$ cat src/rtl/sr_ctrl_pkg.sv
// Shared types and constants for the SR latch pulse scheduler.
//   state_e  : scheduler FSM states
//   OP_SET   : operation code that pulses S (latch becomes 1)
//   OP_RESET : operation code that pulses R (latch becomes 0)
//   CntW     : width of the pulse/gap cycle counter
package sr_ctrl_pkg;

  typedef enum logic [1:0] {
    StIdle,
    StPulse,
    StGap
  } state_e;

  localparam logic OP_SET   = 1'b1;
  localparam logic OP_RESET = 1'b0;

  // Wide enough for the largest legal PULSE_W or GAP_W (15).
  localparam int unsigned CntW = 4;

endpackage

$ cat src/rtl/sr_pulse_sched_if.sv
// Requester handshake and SR latch drive/feedback bundle.
//   req_a/op_a/ack_a : requester A command level, operation, accept strobe
//   req_b/op_b/ack_b : requester B, same meaning
//   q_fb             : latch Q feedback
//   s_out/r_out      : latch S and R drive
//   busy, q_exp, err : status (non-idle, expected Q, sticky mismatch)
// master = requesters plus latch side, slave = the scheduler.
interface sr_pulse_sched_if;
  logic req_a;
  logic op_a;
  logic ack_a;
  logic req_b;
  logic op_b;
  logic ack_b;
  logic q_fb;
  logic s_out;
  logic r_out;
  logic busy;
  logic q_exp;
  logic err;

  modport master (
    output req_a, op_a, req_b, op_b, q_fb,
    input  ack_a, ack_b, s_out, r_out, busy, q_exp, err
  );

  modport slave (
    input  req_a, op_a, req_b, op_b, q_fb,
    output ack_a, ack_b, s_out, r_out, busy, q_exp, err
  );
endinterface

$ cat src/rtl/sr_rr_arbiter.sv
// Two-way round-robin arbiter.
//   clk, rst_n : clock, asynchronous active-low reset
//   req_i[1:0] : request bit 0 = A, bit 1 = B
//   accept_i   : the caller takes the current grant this cycle
//   gnt_o[1:0] : one-hot grant (combinational)
// A sole requester always wins; on a tie the one not granted last wins.
module sr_rr_arbiter (
  input  logic       clk,
  input  logic       rst_n,
  input  logic [1:0] req_i,
  input  logic       accept_i,
  output logic [1:0] gnt_o
);

  // 1 = B granted last; reset value lets A win the first tie.
  logic last_b_q;

  always_comb begin
    gnt_o = req_i;
    if (req_i == 2'b11) begin
      gnt_o = last_b_q ? 2'b01 : 2'b10;
    end
  end

  always_ff @(posedge clk or negedge rst_n) begin
    if (!rst_n) begin
      last_b_q <= 1'b1;
    end else if (accept_i && (|req_i)) begin
      last_b_q <= gnt_o[1];
    end
  end

endmodule

$ cat src/rtl/sr_pulse_sched.sv
// SR latch pulse scheduler: arbitrates set/reset commands from two requesters,
// drives S or R for PULSE_W cycles, holds both low for GAP_W cycles, tracks
// the expected latch state and flags feedback mismatches.
//   clk, rst_n : clock, asynchronous active-low reset
//   bus        : slave side of sr_pulse_sched_if (handshakes, drive, status)
// Parameters: PULSE_W, GAP_W in 1..15.
module sr_pulse_sched
  import sr_ctrl_pkg::*;
#(
  parameter int unsigned PULSE_W = 3,
  parameter int unsigned GAP_W   = 2
) (
  input logic               clk,
  input logic               rst_n,
  sr_pulse_sched_if.slave   bus
);

  localparam logic [CntW-1:0] PulseLd = CntW'(PULSE_W - 1);
  localparam logic [CntW-1:0] GapLd   = CntW'(GAP_W - 1);

  state_e          state_q;
  logic [CntW-1:0] cnt_q;
  logic            op_q;
  logic            ack_a_q, ack_b_q;
  logic            s_q, r_q;
  logic            busy_q;
  logic            q_exp_q;
  logic            fb_valid_q;
  logic            err_q;

  logic [1:0] req;
  logic [1:0] gnt;
  logic       op_sel;
  logic       idle;

  assign req    = {bus.req_b, bus.req_a};
  assign idle   = (state_q == StIdle);
  assign op_sel = gnt[1] ? bus.op_b : bus.op_a;

  sr_rr_arbiter u_arb (
    .clk      (clk),
    .rst_n    (rst_n),
    .req_i    (req),
    .accept_i (idle),
    .gnt_o    (gnt)
  );

  always_ff @(posedge clk or negedge rst_n) begin
    if (!rst_n) begin
      state_q    <= StIdle;
      cnt_q      <= '0;
      op_q       <= OP_RESET;
      ack_a_q    <= 1'b0;
      ack_b_q    <= 1'b0;
      s_q        <= 1'b0;
      r_q        <= 1'b0;
      busy_q     <= 1'b0;
      q_exp_q    <= 1'b0;
      fb_valid_q <= 1'b0;
      err_q      <= 1'b0;
    end else begin
      ack_a_q <= 1'b0;
      ack_b_q <= 1'b0;
      case (state_q)
        StIdle: begin
          if (|req) begin
            state_q <= StPulse;
            cnt_q   <= PulseLd;
            op_q    <= op_sel;
            ack_a_q <= gnt[0];
            ack_b_q <= gnt[1];
            // S and R are decoded from one op bit, so they cannot overlap.
            s_q     <= (op_sel == OP_SET);
            r_q     <= (op_sel == OP_RESET);
            busy_q  <= 1'b1;
          end
        end
        StPulse: begin
          if (cnt_q == '0) begin
            state_q    <= StGap;
            cnt_q      <= GapLd;
            s_q        <= 1'b0;
            r_q        <= 1'b0;
            q_exp_q    <= op_q;
            fb_valid_q <= 1'b1;
          end else begin
            cnt_q <= cnt_q - 1'b1;
          end
        end
        StGap: begin
          if (cnt_q == '0) begin
            state_q <= StIdle;
            busy_q  <= 1'b0;
            if (fb_valid_q && (bus.q_fb != q_exp_q)) begin
              err_q <= 1'b1;
            end
          end else begin
            cnt_q <= cnt_q - 1'b1;
          end
        end
        default: begin
          state_q <= StIdle;
          s_q     <= 1'b0;
          r_q     <= 1'b0;
          busy_q  <= 1'b0;
        end
      endcase
    end
  end

  assign bus.ack_a = ack_a_q;
  assign bus.ack_b = ack_b_q;
  assign bus.s_out = s_q;
  assign bus.r_out = r_q;
  assign bus.busy  = busy_q;
  assign bus.q_exp = q_exp_q;
  assign bus.err   = err_q;

endmodule

$ cat src/flat_wrapper.sv
// flat-port wrapper written by rule: the top's interface ports become plain ports
module sr_pulse_sched_flat import sr_ctrl_pkg::*;
#(
  parameter int unsigned PULSE_W = 3,
  parameter int unsigned GAP_W   = 2
)
  (clk, rst_n, bus_req_a, bus_op_a, bus_req_b, bus_op_b, bus_q_fb, bus_ack_a, bus_ack_b, bus_s_out, bus_r_out, bus_busy, bus_q_exp, bus_err);
  sr_pulse_sched_if bus_i ();
  input logic clk;
  input logic rst_n;
  input wire logic [$bits(bus_i.req_a)-1:0] bus_req_a;
  input wire logic [$bits(bus_i.op_a)-1:0] bus_op_a;
  input wire logic [$bits(bus_i.req_b)-1:0] bus_req_b;
  input wire logic [$bits(bus_i.op_b)-1:0] bus_op_b;
  input wire logic [$bits(bus_i.q_fb)-1:0] bus_q_fb;
  output wire logic [$bits(bus_i.ack_a)-1:0] bus_ack_a;
  output wire logic [$bits(bus_i.ack_b)-1:0] bus_ack_b;
  output wire logic [$bits(bus_i.s_out)-1:0] bus_s_out;
  output wire logic [$bits(bus_i.r_out)-1:0] bus_r_out;
  output wire logic [$bits(bus_i.busy)-1:0] bus_busy;
  output wire logic [$bits(bus_i.q_exp)-1:0] bus_q_exp;
  output wire logic [$bits(bus_i.err)-1:0] bus_err;
  assign bus_i.req_a = bus_req_a;
  assign bus_i.op_a = bus_op_a;
  assign bus_i.req_b = bus_req_b;
  assign bus_i.op_b = bus_op_b;
  assign bus_i.q_fb = bus_q_fb;
  assign bus_ack_a = bus_i.ack_a;
  assign bus_ack_b = bus_i.ack_b;
  assign bus_s_out = bus_i.s_out;
  assign bus_r_out = bus_i.r_out;
  assign bus_busy = bus_i.busy;
  assign bus_q_exp = bus_i.q_exp;
  assign bus_err = bus_i.err;
  sr_pulse_sched #(.PULSE_W(PULSE_W), .GAP_W(GAP_W)) u_core (.clk(clk), .rst_n(rst_n), .bus(bus_i));
endmodule
$ cat config.mk
export PLATFORM = sky130hd
export DESIGN_NAME = sr_pulse_sched_flat
export DESIGN_NICKNAME = d
export VERILOG_FILES = /design/src/rtl/sr_ctrl_pkg.sv /design/src/rtl/sr_pulse_sched_if.sv /design/src/rtl/sr_rr_arbiter.sv /design/src/rtl/sr_pulse_sched.sv /design/src/flat_wrapper.sv
export SDC_FILE = /design/constraint.sdc
export NUM_CORES = 1
export LEC_CHECK = 0
export BUFFER_PORTS_ARGS = -buffer_cell sky130_fd_sc_hd__buf_2
export CORE_ASPECT_RATIO = 1.25
export CORE_UTILIZATION = 45
export DETAILED_ROUTE_END_ITERATION = 8
export PLACE_DENSITY_LB_ADDON = 0.12
export SLEW_MARGIN = 40
export SYNTH_ARGS = -nofsm -noshare
export SYNTH_HDL_FRONTEND = slang
export SYNTH_SLANG_ARGS = --single-unit
$ cat constraint.sdc
create_clock -name clk -period 1.9 [get_ports clk]
set_clock_uncertainty 0.15 [all_clocks]
set_input_delay 0.095 -clock clk [delete_from_list [all_inputs] [get_ports clk]]
set_output_delay 0.095 -clock clk [all_outputs]
set_load 0.02 [all_outputs]
=== Word level (Yosys, flattened, before mapping) ===
Index checks and enable logic that the tools add are counted.

* Register bits: 16
* Input port bits: 7

* Bitwise operators: 3
* Equality and inequality tests: 8
* Multiplexer cells: 22
* Add/sub/neg operators: 1
* Reduce and logical (&&, ||, !) cells: 13

{| class="wikitable"
|+ Operator list
! kind !! number
|-
| AND reduction 3 bit || 5
|-
| 2-to-1 mux 4 bit || 3
|-
| one-hot mux 4 bit (3 select lines) || 1
|-
| 2-to-1 mux 2 bit || 5
|-
| 2-to-1 mux 1 bit || 9
|-
| one-hot mux 1 bit (3 select lines) || 3
|-
| != test 2 x 1 -> 1 bit, second input constant || 3
|-
| one-hot mux 2 bit (3 select lines) || 1
|-
| == test 2 bit, second input constant || 2
|-
| zero test 4 bit || 1
|-
| AND reduction 2 bit || 2
|-
| subtractor 4 x 1 -> 4 bit, second input constant || 1
|-
| inverter 1 bit || 3
|-
| nonzero test 3 bit || 1
|-
| == test 2 x 1 -> 1 bit, second input constant || 1
|-
| logical AND 1 bit || 2
|-
| zero test 2 bit || 1
|-
| != test 2 bit, second input constant || 1
|-
| OR reduction 2 bit || 1
|-
| != test 1 bit || 1
|}

=== Longest topological paths before layout ===
Gate-level depths: netlist of run 1.

* Depth after elaboration: 6
* Gate-level depth with buffers: 7
* Depth with buffers taken out: 5

=== Modules after synthesis ===
From an unflattened synthesis of run 1, not the netlist that was laid out.

* Cell total of the unflattened synthesis: 86
* Area total of the unflattened synthesis: 895.9 um2

{| class="wikitable"
|+ By module, submodules not included
! module !! area each (um2) !! seq. area each (um2) !! times used !! cells an instance
|-
| sr_pulse_sched || 839.6 || 375.4 || 1 || 80
|-
| sr_rr_arbiter || 56.3 || 26.3 || 1 || 6
|}

=== Least setup slack after synthesis of run 1 ===
Ideal clock, no wire load.

* Path type: flip-flop to flip-flop
* From: register u_core.state_q[0]
* To: register u_core.state_q[0]
* Path buffers: 2
* Library setup time: 125 ps
* Data arrival time: 1,671 ps
* Stages on the path, launching flop included: 8
* Period minus slack after synthesis: 1,945 ps
* Setup slack: -45 ps
* Required time: 1,625 ps
* Cell sequence: dfrtp_1 inv_1 ha_1 buf_6 or2_2 clkbuf_1 a21oi_1 mux2_2

* Longest elaborated chain between the ends: 3
* Elaborated cells between the ends (all ways): 8

{| class="wikitable"
|+ RTL lines
! what !! line !! RTL
|-
| start: declaration || sr_pulse_sched.sv:21 || <nowiki>state_e state_q;</nowiki>
|-
| start signal: assignment || sr_pulse_sched.sv:50 || <nowiki>state_q <= StIdle;</nowiki>
|-
| start signal: assignment || sr_pulse_sched.sv:67 || <nowiki>state_q <= StPulse;</nowiki>
|-
| start signal: assignment || sr_pulse_sched.sv:80 || <nowiki>state_q <= StGap;</nowiki>
|-
| == test 2 bit, or another cell as far along || sr_pulse_sched.sv:64 || <nowiki>case (state_q)</nowiki>
|-
| != test 2 x 1 -> 1 bit (no line) || - ||
|-
| AND reduction 3 bit (no line) || - ||
|}

Several ways; a longest one is shown, not always the timed one.
A chain may end at the register's enable or synchronous reset.

=== Worst setup path after layout of run 1 ===
* From: register u_core.cnt_q[0]
* To: register u_core.busy_q (netlist: u_core.bus.busy)

* Longest elaborated chain between the ends: 3

{| class="wikitable"
|+ RTL lines
! what !! line !! RTL
|-
| start: declaration || sr_pulse_sched.sv:22 || <nowiki>logic [CntW-1:0] cnt_q;</nowiki>
|-
| start signal: assignment || sr_pulse_sched.sv:68 || <nowiki>cnt_q <= PulseLd;</nowiki>
|-
| start signal: assignment || sr_pulse_sched.sv:81 || <nowiki>cnt_q <= GapLd;</nowiki>
|-
| start signal: assignment || sr_pulse_sched.sv:87 || <nowiki>cnt_q <= cnt_q - 1'b1;</nowiki>
|-
| zero test 4 bit || sr_pulse_sched.sv:91 || <nowiki>if (cnt_q == '0) begin</nowiki>
|-
| != test 2 x 1 -> 1 bit (no line) || - ||
|-
| AND reduction 3 bit (no line) || - ||
|-
| end signal: assignment || sr_pulse_sched.sv:75 || <nowiki>busy_q <= 1'b1;</nowiki>
|-
| end signal: assignment || sr_pulse_sched.sv:93 || <nowiki>busy_q <= 1'b0;</nowiki>
|-
| end signal: assignment || sr_pulse_sched.sv:105 || <nowiki>busy_q <= 1'b0;</nowiki>
|-
| end: declaration || sr_pulse_sched.sv:26 || <nowiki>logic busy_q;</nowiki>
|}

No other way between the ends.

==> impl_results.md, run 1 <==
- Run status: finished, final reports clean
- Post-Synth Adder-Cell Area: 0.0788
- Hold WC Path Type: input pin to flop
- Area of the multi-input gates: 546 um2
- Leak: 0.626 nW
- Std-Cell Rows: 18
- Clk root buf: clkbuf_4
- Clock buffer depth: 2
- Power share of the combinational group: 0.649
- Crit. End Element: flop
- Total CTS buffers: 3
- Sw Share: 0.404
- Seq/Total Area, Yosys: 0.422
- WP data arrival: 1890 ps
- Syn avg cell area: 10.6 um2
- Post-Route WL: 2350 um
- Area leader, netlist: dfrtp_1
- Syn_nets: 103
- CTS clk-pin slew, worst paths: 100 ps
- Met3 usage: 0.0478
- Synth Area in Simple Gates: 0.185
- TritonCTS Sinks: 16
- Fmax: 535 MHz
- Reg2reg path depth: 5
- Total power: 2.24 mW
- Combinational family with the most area after synthesis: compound AO/OA/AOI/OAI gates
- Post-route antenna net violation count: 0
- # port buffers: 13
- RR Startpoint: u_core.cnt_q[0]$_DFFE_PN0P_
- Grt met2 use: 0.368
- Max VDD drop: 0.975 mV
- P per Cell Area: 1720 nW/um2
- Largest net degree at the start of global routing: 17
- Via count: 864
- Slew HR: 0.703
- Gpl congestion: 0.759
- Num ports: 14
- Min-Delay Startpoint: bus_q_fb
- Cell Int Power: 1.34 mW
- First drt pass iteration count: 4
- Core Area: 1980 um2
- Unrepaired setup endpoints after global routing: true
- Die area: 2300 um2
- Die W: 43.1 um
- Slew @ Worst Pin: 443 ps
- FF+latch area: 402 um2
- Max-cap violations: 0
- Largest cells by area after synthesis: dfrtp_1, ha_1, mux2_2
- Worst Path Required: 1920 ps
- Die H: 53.4 um
- Post-Synth XOR/XNOR Area: 0.00920
- Fin crit period: 1870 ps
- Mux cell area share after synthesis: 0.0683
- Initial antenna violation count: 0
- CTS tree: built
- Crit Path Class: flop to flop
- Sequential power share: 0.251
- Final period utilization: 0.984
- Number of synthesized register bits: 16
- R2r setup slk: 30 ps
- Vias in the first global route: 839
- Share of the synthesized area in the top cell type: 0.394
- Hold Path End: u_core.bus.err$_DFFE_PN0P_
- Htree depth: 1
- # DRC: 0
- CP Launch Point: u_core.cnt_q[0]$_DFFE_PN0P_
- Vias per Instance: 5.80
- Wire length of the first global-routing pass: 3730 um
- Final hold vios: 0
- Total gr overflow: 0
- Fin. max-slew vios: 0
- Post-synth top flop: dfrtp_1
- Nets: 143
- Worst hold path depth: 3
- Antenna cell count: 0
- Share of layout cells above drive strength 1: 0.426
- EDFF count, synth: 0
- Compound-Gate Fraction of Synth Area: 0.188
- M1 GR Usage: 0.269
- Final setup viols: 0
- Reg2reg end: u_core.bus.busy$_DFFE_PN0P_
- Initial DRC count: 12
- Global route hottest layer: met2
- Worst-Skew Late Latency: 290 ps
- Final Util: 0.659
- Final HPWL DP: 1510 um
- Synthesized area: 952 um2
- Mapped Cells: 90
- CP Launch Type: flop
- Starting Density: 0.480
- Clock share of power: 0.100
- Ys Warns: 0
- Count of different cell masters after synthesis: 41
- Routed WL per cell: 15.8 um
- Fillers: 163
- Total global-route track usage: 0.220
- Async SR Flop Fraction: 1.00
- Worst Path Max Fanout: 4
- P&R area growth vs syn: 37.2%
- Sw power: 906 uW
## through the flow
| stage | worst slack [ps] | std cells | hold slack, ps | TNS [ps] | area, um2 |
|---|---|---|---|---|---|
| after floorplan | -7.43 | 90 | -351 | -7.43 | 966 |
| after global placement | 29.0 | 134 | -124 | 0 | 1130 |
| after detailed placement | -24.6 | 134 | -113 | -24.6 | 1130 |
| after CTS | -11.6 | 146 | 80.5 | -21.1 | 1260 |
| after global routing | -35.5 | 149 | 72.3 | -76.6 | 1310 |
| final | 31.2 | 149 | 78.3 | 0 | 1310 |
## power by group through the flow
stage | sequential (mW) | combinational, mW | clock (mW)
finish | 0.563 | 1.45 | 0.225
global route | 0.579 | 1.59 | 0.251
CTS | 0.564 | 1.31 | 0.234
detailed placement | 0.569 | 1.21 | 0
global placement | 0.560 | 1.19 | 0
floorplan | 0.655 | 0.735 | 0
## cells in the final DEF (no fill, tap or decap), types with 3 or more instances in the layout
| cell | count |
|---|---|
| nand2_1 | 6 |
| a21oi_1 | 4 |
| o211ai_1 | 3 |
| clkbuf_4 | 3 |
| buf_2 | 13 |
| buf_4 | 18 |
| o21ai_0 | 5 |
| dfrtp_1 | 15 |
| ha_1 | 4 |
| inv_1 | 5 |
| dlygate4sd3_1 | 6 |
## Yosys cell counts, types with 2 or more instances
cell type	n
dfrtp_1	15
inv_1	7
nor3b_2	2
ha_1	6
o211ai_1	3
mux2_2	4
nor4_1	2
o21ai_0	5
mux2i_1	2
a21oi_1	5
nand2_1	6
nor4bb_1	2
a31oi_1	2
o21ai_1	2
## critical path, cell delays in order, from the launching register on
cell,delay (ps)
dfrtp_1,400
inv_2,90
ha_4,140
or3b_4,410
a211oi_4,240
mux2_4,320
## cell type report
type / instances / share of cell area
multi-input cells: 64 / 0.418
flip-flops and latches: 16 / 0.307
clock buffers: 4 / 0.0278
well taps: 20 / 0.0192
inverters: 7 / 0.0201
repair buffers: 38 / 0.208
## per-layer routing
| metal | wire (um) | vias to the layer above |
|---|---|---|
| li1 | - | 414 |
| met1 | 977 | 422 |
| met2 | 1240 | 20 |
| met3 | 79 | 8 |
| met4 | 50 | 0 |
| met5 | 0 | - |
## kinds of logic after synthesis
logic type	count (synthesis)
XOR/XNOR	1
flip-flops	16
multiplexers	6
adder cells (fa/ha/maj)	6
buffers and inverters	10
AO/OA/AOI/OAI	26
AND/OR/NAND/NOR	25
## sequential cells by signal, summed over array words and instances (netlist names)
name,flops
u_core.cnt_q,4
u_core.state_q,2
u_core.bus.ack_a,1
u_core.bus.ack_b,1
u_core.bus.busy,1
u_core.bus.err,1
u_core.bus.q_exp,1
u_core.bus.r_out,1
u_core.bus.s_out,1
u_core.fb_valid_q,1
u_core.op_q,1
u_core.u_arb.last_b_q,1
## what timing repair did
| item | in CTS | in global routing |
|---|---|---|
| setup endpoints to repair | 1 | 5 |
| resized for setup | 4 | 6 |
| hold endpoints to repair | 20 | 0 |
| hold buffers | 6 | 0 |
| setup buffers | 2 | 3 |
| pin swaps | 2 | 2 |
## worst max-delay path by stage
| stage | endpoint | cells past startpoint |
|---|---|---|
| after floorplan | u_core.state_q[0]$_DFFE_PN0P_ | 7 |
| after global placement | u_core.bus.busy$_DFFE_PN0P_ | 5 |
| after detailed placement | u_core.bus.busy$_DFFE_PN0P_ | 5 |
| after CTS | u_core.bus.busy$_DFFE_PN0P_ | 5 |
| after global routing | u_core.state_q[0]$_DFFE_PN0P_ | 6 |
| final | u_core.bus.busy$_DFFE_PN0P_ | 5 |
Note: power is estimated with default switching activity, not from simulation.
==> inputs of run 2 (changes only) <==
RECOVER_POWER = 25   (was default)
==> run 2 against run 1 <==
Non-clock buffer count unchanged; cell count unchanged; clock-buffer cell count unchanged; maximum frequency unchanged; worst setup slack unchanged.
==> impl_results.md, run 2 (synthesis gave the netlist of run 1 again) <==
- CP cell instances: inv_2 > ha_4 > or3b_4 > a211oi_4 > mux2_4
- Core Area: 1980 um2 (unchanged)
- Worst Path Max Fanout: 4 (unchanged)
- Commonest non-fill, non-tap cell in the layout: buf_4
- Nets: 143 (unchanged)
- Crit. End Element: flop
- Worst setup margin: 31.2 ps (unchanged)
- Total global-route track usage: 0.220 (unchanged)
- Fmax: 535 MHz (unchanged)
- Initial DRC count: 12 (unchanged)
- Unrepaired setup endpoints after global routing: true
- Post-Place Setup Slack: -24.6 ps (unchanged)
- TritonCTS Sinks: 16 (unchanged)
- First drt pass iteration count: 4 (unchanged)
- Clock buffer depth: 2 (unchanged)
- Worst Path Buf+Inv: 1 (unchanged)
- Slew HR: 0.400 (-0.303)
- Vias per Instance: 5.80 (unchanged)
- Num ports: 14 (unchanged)
- Total CTS buffers: 3 (unchanged)
- Final period utilization: 0.984 (unchanged)
- # port buffers: 13 (unchanged)
- Die H: 53.4 um (unchanged)
- Gpl congestion: 0.759 (unchanged)
- Largest net degree at the start of global routing: 17 (unchanged)
- Number of instances in the placed design: 134 (unchanged)
- Reg2reg path depth: 5 (unchanged)
- Max stage delay cell, worst path: or3b_4
- RR Startpoint: u_core.cnt_q[0]$_DFFE_PN0P_
- Std-Cell Rows: 18 (unchanged)
- Fin. max-slew vios: 0 (unchanged)
- Total gr overflow: 0 (unchanged)
- Via count: 864 (unchanged)
- Regs by FF count: u_core.cnt_q (4), u_core.state_q (2)
- Initial antenna violation count: 0 (unchanged)
- Slew @ Worst Pin: 900 ps (+456 ps)
- Final std cells w/o fill: 149 (unchanged)
- WP depth: 5 (unchanged)
- Die W: 43.1 um (unchanged)
- Top delay family on crit path: simple AND/OR/NAND/NOR gates
- Max VDD drop: 0.975 mV (about the same)
- Starting Density: 0.480 (unchanged)
- Fin crit period: 1870 ps (unchanged)
- # DRC: 0 (unchanged)
- Run status: finished, final reports clean
- Largest Register: u_core.cnt_q
- Final setup viols: 0 (unchanged)
- Routed WL per cell: 15.7 um (about the same)
- Hold WC Path Type: input pin to flop
- WP data arrival: 1890 ps (about the same)
- Reg2reg end: u_core.bus.busy$_DFFE_PN0P_
- Final hold vios: 0 (unchanged)
- CTS clk-pin slew, worst paths: 100 ps (about the same)
- Post-route antenna net violation count: 0 (unchanged)
- Htree depth: 1 (unchanged)
- P&R area growth vs syn: 37.1% (about the same)
- Largest register FFs: 4 (unchanged)
- Crit-path max cell delay: 410 ps (about the same)
- Most frequent cells in the layout: buf_4, dfrtp_1, buf_2
- Vias in the first global route: 839 (unchanged)
- Die area: 2300 um2 (unchanged)
- R2r setup slk: 30 ps (about the same)
- Worst Path Required: 1920 ps (about the same)
- Worst-Skew Late Latency: 290 ps (about the same)
- Wire length of the first global-routing pass: 3730 um (unchanged)
- CP Launch Type: flop
- CTS tree: built
- Fillers: 164 (+0.61%)
- Max-cap violations: 0 (unchanged)
- Setup TNS: 0 ps (unchanged)
- P per Cell Area: 1720 nW/um2 (about the same)
- CP Launch Point: u_core.cnt_q[0]$_DFFE_PN0P_
- Crit Path Class: flop to flop
- CP endpoint: u_core.bus.busy$_DFFE_PN0P_
- Clk root buf: clkbuf_4
- Share of layout cells above drive strength 1: 0.419 (-0.00775)
- Post-Route WL: 2350 um (about the same)
- Leak: 0.623 nW (-0.44%)
- Final HPWL DP: 1510 um (unchanged)
- Antenna cell count: 0 (unchanged)
run 2: where the power goes:
group | switching, mW | internal [mW]
Combinational | 0.720 | 0.734
Sequential | 0.0783 | 0.485
Clock | 0.108 | 0.117
run 2: final cells by class:
type | instances | area [um2] | area share
clock buffer | 4 | 36.3 | 0.0278
inverter | 7 | 26.3 | 0.0201
multi-input combinational | 64 | 546 | 0.418
sequential | 16 | 402 | 0.308
tap | 20 | 25.0 | 0.0192
timing repair buffer | 38 | 270 | 0.207
run 2: layer usage:
metal	up-vias	GRT usage	share of wire
li1	414	-	-
met1	422	0.269	0.42
met2	20	0.368	0.53
met3	8	0.0478	0.034
met4	0	0.0960	0.021
met5	-	0	0
run 2: how the worst min path moves through the flow:
| stage | from | to | cells after the start |
|---|---|---|---|
| finish | bus_q_fb | u_core.bus.err$_DFFE_PN0P_ | 3 |
| global route | bus_q_fb | u_core.bus.err$_DFFE_PN0P_ | 3 |
| CTS | bus_q_fb | u_core.bus.err$_DFFE_PN0P_ | 3 |
| detailed placement | rst_n | u_core.cnt_q[3]$_DFFE_PN0P_ | 1 |
| global placement | rst_n | u_core.cnt_q[3]$_DFFE_PN0P_ | 1 |
| floorplan | rst_n | u_core.bus.ack_a$_DFF_PN0_ | 0 |
run 2: repair_timing:
item / in CTS / in global routing
setup endpoints to repair: 1 / 5
hold buffers: 6 / 0
gates resized for setup: 4 / 6
pin swaps: 2 / 2
endpoints found under the hold margin: 20 / 0
setup buffers: 2 / 3
run 2: through the flow:
stage	utilization	instance area, um2	power, mW	hold WS, ps
5_1_grt	0.658	1310	2.42	72.3
3_3_place_gp	0.571	1130	1.75	-124
2_1_floorplan	-	966	1.39	-351
6_report	0.658	1310	2.24	78.3
4_1_cts	0.634	1260	2.11	80.5
3_5_place_dp	0.571	1130	1.78	-113
run 2: tightest hold or removal path, cell delays in order:
cell and delay, ps:
buf_2 80, xor2_1 50, a41o_2 260
